[src/rtl/pdm_tx.sv]
// pdm_tx -- PCM to 1-bit PDM transmitter.
//
// Signed PCM samples arrive over a valid/ready handshake and wait in a small FIFO.
// One sample is taken from the FIFO per output frame of OSR PDM bits. A first-order
// (or optionally second-order) sigma-delta modulator turns that sample into a
// pulse-density stream. The block also generates the matching PDM bit clock.
//
// Build option:
//   PDM_TX_SECOND_ORDER_EN  when defined, builds the second-order modulator with an
//                           input clamp. When undefined, builds the first-order
//                           modulator with no clamp.
//
// Ports:
//   clk          system clock, all logic on posedge
//   rst          synchronous active-high reset
//   data_in      signed PCM sample
//   valid_in     data_in valid
//   ready_out    FIFO can accept (a transfer happens when valid_in && ready_out)
//   pdm_clk_out  PDM bit clock, 50% duty, CLK_DIV clk cycles per bit
//   pdm_out      PDM data, changes together with the falling edge of pdm_clk_out
//   underrun     one-cycle pulse: a frame boundary found the FIFO empty after the first pop
//   fifo_level   current FIFO occupancy
module pdm_tx #(
  parameter int unsigned WIDTH      = 16,
  parameter int unsigned CLK_DIV    = 32,
  parameter int unsigned OSR        = 64,
  parameter int unsigned FIFO_DEPTH = 4
) (
  input  logic                            clk,
  input  logic                            rst,
  input  logic signed [WIDTH-1:0]         data_in,
  input  logic                            valid_in,
  output logic                            ready_out,
  output logic                            pdm_clk_out,
  output logic                            pdm_out,
  output logic                            underrun,
  output logic [$clog2(FIFO_DEPTH):0]     fifo_level
);

  localparam int unsigned DIV_W = $clog2(CLK_DIV);
  localparam int unsigned BIT_W = $clog2(OSR);
  localparam int unsigned PTR_W = (FIFO_DEPTH > 1) ? $clog2(FIFO_DEPTH) : 1;
  localparam int unsigned LVL_W = $clog2(FIFO_DEPTH) + 1;
  // Working width for the integrator sums. It is wide enough that i2 + i1' - fb cannot wrap before saturation.
  localparam int unsigned ACC_W = WIDTH + 6;

  localparam logic signed [ACC_W-1:0] FB_MAG = ACC_W'(1) <<< (WIDTH - 1);
  localparam logic signed [ACC_W-1:0] I1_MAX = (ACC_W'(1) <<< (WIDTH + 1)) - ACC_W'(1);
  localparam logic signed [ACC_W-1:0] I1_MIN = -(ACC_W'(1) <<< (WIDTH + 1));

  // Clock divider and bit/frame timing
  logic [DIV_W-1:0] div_cnt, div_nxt;
  logic [BIT_W-1:0] bit_cnt;
  logic             bit_tick, frame_end;

  assign bit_tick  = (div_cnt == DIV_W'(CLK_DIV - 1));
  assign frame_end = bit_tick && (bit_cnt == BIT_W'(OSR - 1));
  assign div_nxt   = bit_tick ? '0 : div_cnt + DIV_W'(1);

  // Sample FIFO
  logic signed [WIDTH-1:0] mem [FIFO_DEPTH];
  logic [PTR_W-1:0]        wr_ptr, rd_ptr;
  logic                    push, pop, fifo_empty;

  assign fifo_empty = (fifo_level == '0);
  // A full FIFO refuses a push even when a pop happens in the same cycle. Gating with rst
  // keeps the handshake closed while the block is in reset.
  assign ready_out  = !rst && (fifo_level < LVL_W'(FIFO_DEPTH));
  assign push       = valid_in && ready_out;
  assign pop        = frame_end && !fifo_empty;

  // Modulator state
  logic signed [WIDTH-1:0] cur_sample;
  logic                    armed;       // set after the first pop; gates underrun reporting
  logic signed [WIDTH+1:0] i1, i1_new;
  logic signed [ACC_W-1:0] x_ext, fb, i1_sum;
  logic                    bit_new;

  function automatic logic signed [WIDTH+1:0] sat_i1(input logic signed [ACC_W-1:0] v);
    if (v > I1_MAX)      return I1_MAX[WIDTH+1:0];
    else if (v < I1_MIN) return I1_MIN[WIDTH+1:0];
    else                 return v[WIDTH+1:0];
  endfunction

`ifdef PDM_TX_SECOND_ORDER_EN
  localparam logic signed [ACC_W-1:0] I2_MAX = (ACC_W'(1) <<< (WIDTH + 3)) - ACC_W'(1);
  localparam logic signed [ACC_W-1:0] I2_MIN = -(ACC_W'(1) <<< (WIDTH + 3));
  localparam logic signed [ACC_W-1:0] X_LIM  = ACC_W'(3) <<< (WIDTH - 3);

  logic signed [WIDTH+3:0] i2, i2_new;
  logic signed [ACC_W-1:0] i2_sum;

  function automatic logic signed [WIDTH+3:0] sat_i2(input logic signed [ACC_W-1:0] v);
    if (v > I2_MAX)      return I2_MAX[WIDTH+3:0];
    else if (v < I2_MIN) return I2_MIN[WIDTH+3:0];
    else                 return v[WIDTH+3:0];
  endfunction
`endif

  // NOTE: every signal driven here gets a value on every path, so that no latch is inferred.
  always_comb begin
    x_ext = ACC_W'(cur_sample);
`ifdef PDM_TX_SECOND_ORDER_EN
    // The second-order loop is only stable for inputs of about 3/4 of full scale or less.
    if (x_ext > X_LIM)       x_ext = X_LIM;
    else if (x_ext < -X_LIM) x_ext = -X_LIM;
`endif
    fb     = pdm_out ? FB_MAG : -FB_MAG;
    i1_sum = ACC_W'(i1) + x_ext - fb;
    i1_new = sat_i1(i1_sum);
`ifdef PDM_TX_SECOND_ORDER_EN
    i2_sum  = ACC_W'(i2) + ACC_W'(i1_new) - fb;
    i2_new  = sat_i2(i2_sum);
    bit_new = !i2_new[WIDTH+3];
`else
    bit_new = !i1_new[WIDTH+1];
`endif
  end

  // NOTE: the FIFO storage has no reset. Validity is tracked by the pointers and the level
  //       alone, so the array can map onto plain RAM or register cells without reset.
  always_ff @(posedge clk) begin
    if (push) mem[wr_ptr] <= data_in;
  end

  // NOTE: state registers use non-blocking assignments only. Every register then sees
  //       the values from before the edge. For example, a pop at a frame boundary loads
  //       cur_sample while the modulator still uses the old sample on that tick.
  always_ff @(posedge clk) begin
    if (rst) begin
      div_cnt     <= '0;
      bit_cnt     <= '0;
      pdm_clk_out <= 1'b0;
      pdm_out     <= 1'b0;
      underrun    <= 1'b0;
      fifo_level  <= '0;
      wr_ptr      <= '0;
      rd_ptr      <= '0;
      cur_sample  <= '0;
      armed       <= 1'b0;
      i1          <= '0;
`ifdef PDM_TX_SECOND_ORDER_EN
      i2          <= '0;
`endif
    end else begin
      div_cnt     <= div_nxt;
      pdm_clk_out <= (div_nxt >= DIV_W'(CLK_DIV / 2));
      underrun    <= frame_end && fifo_empty && armed;

      if (bit_tick) begin
        bit_cnt <= (bit_cnt == BIT_W'(OSR - 1)) ? '0 : bit_cnt + BIT_W'(1);
        i1      <= i1_new;
`ifdef PDM_TX_SECOND_ORDER_EN
        i2      <= i2_new;
`endif
        pdm_out <= bit_new;
      end

      if (pop) begin
        cur_sample <= mem[rd_ptr];
        rd_ptr     <= rd_ptr + PTR_W'(1);
        armed      <= 1'b1;
      end

      if (push) wr_ptr <= wr_ptr + PTR_W'(1);

      unique case ({push, pop})
        2'b10:   fifo_level <= fifo_level + LVL_W'(1);
        2'b01:   fifo_level <= fifo_level - LVL_W'(1);
        default: fifo_level <= fifo_level;
      endcase
    end
  end

endmodule

[config.mk]
export PLATFORM = sky130hd
export DESIGN_NAME = pdm_tx
export DESIGN_NICKNAME = d
export VERILOG_FILES = /design/src/rtl/pdm_tx.sv
export SDC_FILE = /design/constraint.sdc
export NUM_CORES = 1
export LEC_CHECK = 0
export ABC_AREA = 1
export CELL_PAD_IN_SITES_DETAIL_PLACEMENT = 0
export CELL_PAD_IN_SITES_GLOBAL_PLACEMENT = 1
export CORE_UTILIZATION = 47
export CTS_CLUSTER_SIZE = 40
export DETAILED_ROUTE_END_ITERATION = 10
export PLACE_DENSITY_LB_ADDON = 0.1
export SLEW_MARGIN = 5
export SYNTH_ARGS = -nofsm -noshare
export SYNTH_HDL_FRONTEND = slang
export SYNTH_SLANG_ARGS = --single-unit
[constraint.sdc]
create_clock -name clk -period 3.1 [get_ports clk]
set_input_delay 0.62 -clock clk [delete_from_list [all_inputs] [get_ports clk]]
set_output_delay 0.62 -clock clk [all_outputs]
set_load 0.01 [all_outputs]
==> flow_metrics.tcl <==
set metrics [dict create \
    endpoint_kind "register" \
    setup_viol 0 \
    final_cell_area_sq_um 7190 \
    ir_worst_vdd_mv 0.484 \
    arrival_ps 3100 \
    ys_ff_latch 119 \
    area_growth_pct 17.9 \
    drt-total-wl_um 12400 \
    post_dp_cell_area_sq_um 6590 \
    cp_common_cell "nand2_1" \
    holdPathStages 2 \
    antenna_found_initial 0 \
    yosysWarningCount 0 \
    total_power_w 0.00375 \
    synth.cell_area_sq_um 6100 \
    first_pass_iters 5 \
    status "finished, final reports clean" \
    synth_top_cell_by_area "edfxtp_1" \
    grt_max_degree 34 \
    htreeDepth 4 \
    syn_avg_cell_area_sq_um 8.60 \
    start_util_pct 48.3 \
    critPathLaunchType "register" \
    tns_ps 0 \
    core_sq_um 12600 \
    worst_pin_slew_ps 880 \
    pin_count 26 \
    p_leak_nw 2.99 \
    synthTopCellsByCount "inv_1 (120), nand2_1 (110), nor2_1 (98)" \
    min_period_ps 2770 \
    yosysUniqueCellTypes 34 \
    cp_max_fo 15 \
    clock_latency_ps 410 \
    slowest_stage "fa_1" \
    synth-edff-count 64 \
    critPathRequiredTime_ps 3430 \
    via_count 4585 \
    drc 0 \
    grt_usage_pct 20.7 \
    grt_setup_unrepaired "no" \
    synthCells 709 \
    hold_violations 0 \
    clk_pin_slew_ps 50 \
    root_buffer "clkbuf_16" \
    crit_buf_inv 3 \
    fin_crit_sh_pct 89.3 \
    drive_above_1_share_pct 8.19 \
    syn-num-nets 773 \
    wl_per_cell_um 13.3 \
    cts_tree "done" \
    worstHoldPathType "reg2reg" \
    io_buffers 25 \
    worst-path-stages 15 \
    die_height_um 116 \
    nets 808 \
    critPathTopFamily "adder cells" \
    dieWidth_um 116 \
    worstSetupPathType "reg2reg" \
    numCtsBuffers 17 \
    ant_nets 0 \
    relSlewSlack_pct 41.3 \
    overflow 0 \
    via_per_inst 4.94 \
    whs_ps 444 \
    fin_skew_ps 6.85 \
    power_density_nw_per_um2 522 \
    drtIter0Drc 184 \
    globalplace.congestion 0.793 \
    cts.sinks 119 \
    yosysTopAreaCellShare_pct 31.5 \
    die_area_sq_um 13400 \
    cap_violations 0 \
    synthArstFlopShare_pct 0 \
    synth_seq_area_share_pct 49.6 \
    clk_path_buf_depth 2 \
    synth_flop_cell "edfxtp_1" \
    maxSlewViolCount 0 \
    dp_slack_ps 287 \
    holdBufCountCts 0 \
    synth_area_leaders "edfxtp_1 (32%), dfxtp_1 (18%), ha_1 (8.6%)" \
    first_global_vias 4348 \
    fmax_mhz 361 \
    fin_ws_ps 333 \
    worst_r2r_path_depth 15 \
    synth_most_common_cell "inv_1" \
    num_antenna_cells 0 \
    num_rows 41 \
    critical_path.max_stage_delay_ps 540 \
    hpwl_um 8500 \
    grt_pass1_wl_um 20900 \
    crit_chain "inv_1 -> fa_1 -> inv_1 -> ha_1 -> nand2_1 -> nor2_1 -> nand2_1 -> nor2_1 -> nand2_1 -> nand4_1 -> nand2_1 -> a21oi_2 -> nor2_4 -> buf_12 -> a21oi_1" \
]
[through the flow]
stage	instances	utilization (%)
2_1_floorplan	709	-
3_3_place_gp	897	52.2
3_5_place_dp	897	52.2
4_1_cts	929	56.9
5_1_grt	929	57.0
6_report	929	57.0
[kinds of logic after synthesis]
kind of cell	after synthesis	synth area share [%]
flip-flops	119	49.6
XOR/XNOR	17	2.44
buffers and inverters	144	9.11
AO/OA/AOI/OAI	145	13.4
AND/OR/NAND/NOR	239	15.9
adder cells (fa/ha/maj)	45	9.61
[worst min-delay path, cell delays in order (launching register included)]
cell,delay [ps]
dfxtp_1,290
inv_1,60
nor4_1,50
[flip-flops by register name, indices dropped and copies added (netlist names), 2 cells and up]
signal	cells
mem	64
i1	18
cur_sample	16
bit_cnt	6
div_cnt	4
fifo_level	3
rd_ptr	2
wr_ptr	2
[placed cells by master (no fill, tap or decap), types with 4 or more instances in the layout]
cell and count:
a21oi_1 30, a21oi_2 11, a31oi_1 18, buf_4 10, clkbuf_16 17, clkdlybuf4s50_1 25
clkinv_2 4, dfxtp_1 55, edfxtp_1 64, ha_1 42, inv_1 120, nand2_1 110
nand3_1 15, nand4_1 4, nor2_1 98, nor4_1 4, o21ai_0 78, xnor2_1 6
xor2_1 11
[power breakdown]
| part | internal [W] | leakage [nW] | switching [W] | total [W] |
|---|---|---|---|---|
| clock network | 0.00128 | 0.290 | 0.000677 | 0.00195 |
| registers | 0.00169 | 1.03 | 0.00000814 | 0.00170 |
| logic | 0.0000434 | 1.68 | 0.0000574 | 0.000101 |
| total | 0.00301 | 2.99 | 0.000742 | 0.00375 |
[final cells by class]
class                   count  area [sq um]
flip-flops and latches    119          3020
clock inverters            13           155
clock buffers              19           443
multi-input cells         446          2520
inverters                 122           458
repair buffers             38           377
well taps                 172           215
fillers                  1191          5430
[worst paths after layout]
| kind | start | to | slack (ps) |
|---|---|---|---|
| setup / recovery | pdm_out | i1[12] | 330 |
| hold / removal | armed | underrun | 440 |
| setup reg to reg | pdm_out | i1[12] | 330 |
| hold reg to reg | armed | underrun | 440 |
[layer usage]
| layer | global-route usage [%] | wire (um) | vias up |
|---|---|---|---|
| li1 | - | - | 2395 |
| met1 | 27.6 | 6180 | 2116 |
| met2 | 32.8 | 5710 | 64 |
| met3 | 4.50 | 325 | 10 |
| met4 | 8.21 | 144 | 0 |
| met5 | 0 | 0 | - |
[what timing repair did]
action                                  CTS  global route
resized for setup                         0             1
endpoints found under the setup margin    0             5
setup buffers                             0             0
No activity file was read; power rests on OpenSTA's default activity.
